--- src/rtl/vdp_port_pkg.sv ---
// Shared types and control-byte field positions for the VDP CPU access port.
package vdp_port_pkg;

    typedef enum logic [1:0] {
        IDLE       = 2'd0,
        RD_ISSUE   = 2'd1,
        RD_CAPTURE = 2'd2,
        WR_ISSUE   = 2'd3
    } state_e;

    localparam int CTRL_REG_BIT = 7;
    localparam int CTRL_WR_BIT  = 6;
    localparam int ADDR_HI_MSB  = 5;

endpackage

--- src/rtl/vdp_cpu_port.sv ---
// TMS9918-style CPU data/control port decoder driving the CPU side of the VRAM.
// Optional macro VDP_WRITE_FILLS_BUFFER_EN: a data write also refreshes the read-ahead buffer.
module vdp_cpu_port
    import vdp_port_pkg::*;
#(
    parameter int ADDR_W = 14,
    parameter int REG_W  = 3
) (
    input  logic              clock,
    input  logic              reset_n,
    input  logic              cpu_rd,
    input  logic              cpu_wr,
    input  logic              cpu_mode,
    input  logic [7:0]        cpu_din,
    output logic [7:0]        cpu_dout,
    output logic              cpu_busy,
    input  logic [7:0]        status_in,
    output logic              status_rd,
    output logic              reg_we,
    output logic [REG_W-1:0]  reg_num,
    output logic [7:0]        reg_data,
    output logic              ram_ce,
    output logic              ram_we,
    output logic [ADDR_W-1:0] ram_addr,
    output logic [7:0]        ram_wdata,
    input  logic [7:0]        ram_rdata
);

    state_e             state_q, state_d;
    logic [ADDR_W-1:0]  addr_q, addr_d;
    logic [7:0]         buf_q, buf_d;
    logic [7:0]         latch_q, latch_d;
    logic               flag_q, flag_d;
    logic [7:0]         dout_q, dout_d;
    logic               busy_q, busy_d;
    logic               status_rd_q, status_rd_d;
    logic               reg_we_q, reg_we_d;
    logic [REG_W-1:0]   reg_num_q, reg_num_d;
    logic [7:0]         reg_data_q, reg_data_d;
    logic               ram_ce_q, ram_ce_d;
    logic               ram_we_q, ram_we_d;
    logic [7:0]         wdata_q, wdata_d;

    logic               busy_s;
    logic               wr_s;
    logic               rd_s;
    logic [13:0]        setup_addr_s;

    assign busy_s       = (state_q != IDLE);
    assign wr_s         = cpu_wr;
    assign rd_s         = cpu_rd & ~cpu_wr;
    assign setup_addr_s = {cpu_din[ADDR_HI_MSB:0], latch_q};

    // Next-state, datapath and strobe decode; control setup is applied after the access sequencing so it wins over auto-increment
    always_comb begin
        state_d     = state_q;
        addr_d      = addr_q;
        buf_d       = buf_q;
        latch_d     = latch_q;
        flag_d      = flag_q;
        dout_d      = dout_q;
        status_rd_d = 1'b0;
        reg_we_d    = 1'b0;
        reg_num_d   = reg_num_q;
        reg_data_d  = reg_data_q;
        wdata_d     = wdata_q;

        case (state_q)
            IDLE: begin
                state_d = IDLE;
            end
            RD_ISSUE: begin
                state_d = RD_CAPTURE;
            end
            RD_CAPTURE: begin
                buf_d   = ram_rdata;
                addr_d  = addr_q + ADDR_W'(1);
                state_d = IDLE;
            end
            WR_ISSUE: begin
`ifdef VDP_WRITE_FILLS_BUFFER_EN
                buf_d   = wdata_q;
`else
                buf_d   = buf_q;
`endif
                addr_d  = addr_q + ADDR_W'(1);
                state_d = IDLE;
            end
            default: begin
                state_d = IDLE;
            end
        endcase

        if (cpu_mode) begin
            if (wr_s) begin
                if (!flag_q) begin
                    latch_d = cpu_din;
                    flag_d  = 1'b1;
                end else begin
                    flag_d = 1'b0;
                    if (cpu_din[CTRL_REG_BIT]) begin
                        reg_we_d   = 1'b1;
                        reg_num_d  = cpu_din[REG_W-1:0];
                        reg_data_d = latch_q;
                    end else if (cpu_din[CTRL_WR_BIT]) begin
                        addr_d = ADDR_W'(setup_addr_s);
                    end else if (!busy_s) begin
                        addr_d  = ADDR_W'(setup_addr_s);
                        state_d = RD_ISSUE;
                    end else begin
                        // prefetch setup refused while an access is in flight
                        flag_d = 1'b0;
                    end
                end
            end else if (rd_s) begin
                dout_d      = status_in;
                status_rd_d = 1'b1;
                flag_d      = 1'b0;
            end else begin
                flag_d = flag_d;
            end
        end else if (!busy_s) begin
            if (wr_s) begin
                wdata_d = cpu_din;
                flag_d  = 1'b0;
                state_d = WR_ISSUE;
            end else if (rd_s) begin
                dout_d  = buf_q;
                flag_d  = 1'b0;
                state_d = RD_ISSUE;
            end else begin
                flag_d = flag_d;
            end
        end else begin
            flag_d = flag_d;
        end

        busy_d   = (state_d != IDLE);
        ram_ce_d = (state_d == RD_ISSUE) || (state_d == WR_ISSUE);
        ram_we_d = (state_d == WR_ISSUE);
    end

    // State and output registers
    always_ff @(posedge clock) begin
        if (!reset_n) begin
            state_q     <= IDLE;
            addr_q      <= '0;
            buf_q       <= 8'h00;
            latch_q     <= 8'h00;
            flag_q      <= 1'b0;
            dout_q      <= 8'h00;
            busy_q      <= 1'b0;
            status_rd_q <= 1'b0;
            reg_we_q    <= 1'b0;
            reg_num_q   <= '0;
            reg_data_q  <= 8'h00;
            ram_ce_q    <= 1'b0;
            ram_we_q    <= 1'b0;
            wdata_q     <= 8'h00;
        end else begin
            state_q     <= state_d;
            addr_q      <= addr_d;
            buf_q       <= buf_d;
            latch_q     <= latch_d;
            flag_q      <= flag_d;
            dout_q      <= dout_d;
            busy_q      <= busy_d;
            status_rd_q <= status_rd_d;
            reg_we_q    <= reg_we_d;
            reg_num_q   <= reg_num_d;
            reg_data_q  <= reg_data_d;
            ram_ce_q    <= ram_ce_d;
            ram_we_q    <= ram_we_d;
            wdata_q     <= wdata_d;
        end
    end

    assign cpu_dout  = dout_q;
    assign cpu_busy  = busy_q;
    assign status_rd = status_rd_q;
    assign reg_we    = reg_we_q;
    assign reg_num   = reg_num_q;
    assign reg_data  = reg_data_q;
    assign ram_ce    = ram_ce_q;
    assign ram_we    = ram_we_q;
    assign ram_addr  = addr_q;
    assign ram_wdata = wdata_q;

endmodule

--- config.mk ---
export PLATFORM = sky130hd
export DESIGN_NAME = vdp_cpu_port
export DESIGN_NICKNAME = d
export VERILOG_FILES = /design/src/rtl/vdp_port_pkg.sv /design/src/rtl/vdp_cpu_port.sv
export SDC_FILE = /design/constraint.sdc
export NUM_CORES = 1
export LEC_CHECK = 0
export CAP_MARGIN = 40
export CORE_MARGIN = 2
export CORE_UTILIZATION = 39
export CTS_CLUSTER_DIAMETER = 150
export CTS_CLUSTER_SIZE = 28
export DETAILED_ROUTE_END_ITERATION = 6
export PLACE_DENSITY = 0.71
export SYNTH_ARGS = -nofsm -noshare
export SYNTH_HDL_FRONTEND = slang
export SYNTH_SLANG_ARGS = --single-unit
--- constraint.sdc ---
create_clock -name clock -period 1.5 [get_ports clock]
set_input_delay 0.15 -clock clock [delete_from_list [all_inputs] [get_ports clock]]
set_output_delay 0.15 -clock clock [all_outputs]
set_load 0.1 [all_outputs]
==> results of run 1 <==
-- metrics by stage --
step	hold WS, ns	util	instances	area (um^2)	setup TNS [ns]
floorplan	0.2860	-	297	2604	-0.2114
CTS	0.4063	0.6611	468	4198	0
global placement	0.4624	0.6309	452	4006	-0.5649
finish	0.4199	0.6642	469	4218	0
detailed placement	0.4722	0.6309	452	4006	-1.503
global route	0.4311	0.6642	469	4218	0
-- worst reg2reg max path, stage by stage (launching register included) --
cell and delay (ns):
dfxtp_4 0.39, nand3_1 0.14, or2_1 0.27, or4_1 0.40, a31oi_1 0.16
-- where the power goes --
part / leakage (nW) / switching (mW) / internal (mW)
Sequential: 0.531 / 0.0739 / 1.75
Combinational: 0.986 / 0.477 / 0.327
Clock: 0.0977 / 0.676 / 0.700
-- placed cells by master, fill, tap and decap left out, types with 2 or more instances in the layout --
master	synthesis	layout
clkbuf_8	0	9
nand4_1	4	4
xnor2_1	8	8
dfxtp_4	0	12
clkdlybuf4s50_1	0	28
nor2_1	30	30
mux2i_1	17	17
nor3_1	4	2
nor3_2	0	2
buf_4	1	20
o31ai_1	2	2
xor2_1	3	3
nor2b_1	2	2
a211oi_1	13	13
a21oi_1	36	36
dfxtp_2	0	3
nand2_1	65	65
clkinv_4	0	2
o21ai_0	9	9
clkinv_2	0	2
nand3_1	3	3
buf_12	0	48
dfxtp_1	64	49
-- layout make-up --
| class | count | area [um^2] |
|---|---|---|
| multi-input cells | 214 | 1202 |
| clock buffers | 10 | 148.9 |
| inverters | 2 | 7.507 |
| repair buffers | 96 | 1391 |
| fillers | 484 | 2132 |
| well taps | 77 | 96.34 |
| clock inverters | 6 | 41.29 |
| flip-flops and latches | 64 | 1330 |
-- flip-flops by register name (all words and copies together) (netlist names) --
| name | cells |
|---|---|
| latch_q | 8 |
| cpu_busy | 1 |
| cpu_dout | 8 |
| ram_ce | 1 |
| reg_num | 3 |
| state_q | 1 |
| ram_wdata | 8 |
| reg_data | 8 |
| buf_q | 8 |
| flag_q | 1 |
| ram_addr | 14 |
| status_rd | 1 |
| ram_we | 1 |
| reg_we | 1 |
-- layer usage --
metal | track usage | vias up | routed length [um]
met5 | 0 | - | 0
met4 | 0.09957 | 0 | 154
met3 | 0.03307 | 11 | 290
met2 | 0.3014 | 66 | 3090
met1 | 0.2489 | 1121 | 3020
li1 | - | 1199 | -
-- how the worst min path moves through the flow --
stage	startpoint	cells past startpoint	to
after floorplan	cpu_din[5]	2	latch_q[5]$_SDFFE_PN0P_
final	ram_rdata[0]	3	buf_q[0]$_SDFFE_PN0N_
after global routing	ram_rdata[7]	3	buf_q[7]$_SDFFE_PN0N_
after global placement	latch_q[4]$_SDFFE_PN0P_	2	latch_q[4]$_SDFFE_PN0P_
after detailed placement	latch_q[4]$_SDFFE_PN0P_	2	reg_data[4]$_SDFFE_PN0P_
after CTS	ram_rdata[5]	3	buf_q[5]$_SDFFE_PN0N_
-- Yosys cell counts (all sizes together) (3+ instances only) --
library cell,instances,share of area
nand3,3,0.0059
a211oi,13,0.038
clkbuf,13,0.019
nor2,30,0.044
o21ai,10,0.021
xor2,3,0.010
xnor2,8,0.027
mux2i,17,0.067
dfxtp,64,0.50
buf,4,0.011
nor3,4,0.0078
nand2,65,0.096
a21oi,36,0.071
nand4,5,0.018
-- kinds of logic (layout without fill, tap and decap cells) --
family,Yosys count,after routing,synth area share
DFF,64,64,0.5020
adders and majority gates,1,1,0.004901
and+or+nand+nor,119,119,0.2054
AOI/OAI and AO/OA,66,66,0.1500
muxes,17,17,0.06667
xor gates and xnor gates,11,11,0.03775
buffers and inverters,19,114,0.03333
-- repair_timing --
action | in CTS | in global routing
hold buffers | 0 | 0
buffers inserted | 0 | 1
endpoints found under the setup margin | 1 | 5
pin swaps | 0 | 1
gates resized for setup | 1 | 3
==> impl_metrics.tcl, run 1 <==
set metrics [dict create \
    ff2ff_setup_slack_ns 0.07 \
    dieHeight_um 84.90 \
    max_stage_delay_ns 0.40 \
    grt_overflow 0 \
    cts_root_buffer "clkbuf_8" \
    peakVddDrop_uv 668.1 \
    startpoint_type "flop" \
    ctsHtreeMaxLevel 3 \
    antenna_cells 0 \
    maxSlewHeadroom 0.7529 \
    endpoint "ram_addr[13]$_SDFF_PN0_" \
    hold_viol 0 \
    grt_pass1_wl_um 10850 \
    max_freq_mhz 698.7 \
    clk_latency_ns 0.34 \
    crit_family "simple AND/OR/NAND/NOR gates" \
    viasPerCell 5.111 \
    fin_crit_ns 1.431 \
    critical_path.cell_chain "nand3_1 -> or2_1 -> or4_1 -> a31oi_1" \
    endpoint_kind "flop" \
    rows 29 \
    ios 75 \
    drc 0 \
    yosysSeqAreaShare 0.5020 \
    r2r-end "ram_addr[13]$_SDFF_PN0_" \
    critPathBufInv 0 \
    hp-class "in -> reg" \
    ff2ff_path_depth 4 \
    drt-total-wl_um 6556 \
    dpl.hpwl_um 4819 \
    arrival_ns 1.70 \
    start_util 0.4020 \
    synth_edf_count 0 \
    routabilityCongestion 0.8160 \
    tightest_slew_ns 0.3673 \
    drive_gt1_frac 0.2679 \
    die_width_um 84.90 \
    p_total_mw 4.004 \
    crit_fanout 6 \
    status "finished clean" \
    cp.required_ns 1.77 \
    dr.pass1.iters 4 \
    syn_avg_cell_area_um2 8.594 \
    finalSetupViolCount 0 \
    postRouteAntennaNets 0 \
    synth_cell_types 37 \
    fin_skew_ns 0.007981 \
    drt-initial-drc-count 136 \
    dp_worst_setup_slack_ns -0.09547 \
    die_area_um2 7208 \
    gr-usage-all-layers 0.1903 \
    cts.sinks 64 \
    startpoint "ram_addr[3]$_SDFF_PN0_" \
    path_depth 4 \
    nNetsFinal 417 \
    syn_inst 297 \
    wl_per_cell_um 13.98 \
    async_flop_share 0 \
    grt_max_degree 29 \
    cts_inserted_buffers 9 \
    syn2layout_area_growth_pct 65.25 \
    cellLeakagePower_nw 1.615 \
    layout_setup_ws_ns 0.06877 \
    synth_top_flop_cell "dfxtp_1" \
    powerDensity_nw_per_um2 949.4 \
    ctsLongestPathBuffers 2 \
    path_clk_slew_ns 0.07 \
    rsz0062_at_grt "no" \
    cp_slowest_cell "or4_1" \
    core_um2 6350 \
    r2r_start "ram_addr[3]$_SDFF_PN0_" \
    synth_fp_nets 327 \
    io_buffers 74 \
    ys_warn_count 0 \
    vias 2397 \
    cts_tree "done" \
    ys_seq_elements 64 \
    slew_violations 0 \
    drv_cap 0 \
    grt_pass1_vias 2304 \
    path_class "reg -> reg" \
    antenna_found_initial 0 \
    synth_area_um2 2552 \
    final.period_utilization 0.9542 \
]
No activity file was read; power rests on OpenSTA's default activity.
==> run 2, diff against run 1 <==
--- a/config.mk
+++ b/config.mk
@@ -5,7 +5,7 @@
 export SDC_FILE = /design/constraint.sdc
 export NUM_CORES = 1
 export LEC_CHECK = 0
-export CAP_MARGIN = 40
+export CAP_MARGIN = 15
 export CORE_MARGIN = 2
 export CORE_UTILIZATION = 39
 export CTS_CLUSTER_DIAMETER = 150
==> results of run 2 <==
The final DEF is identical to that of run 1; final timing and power are the same.
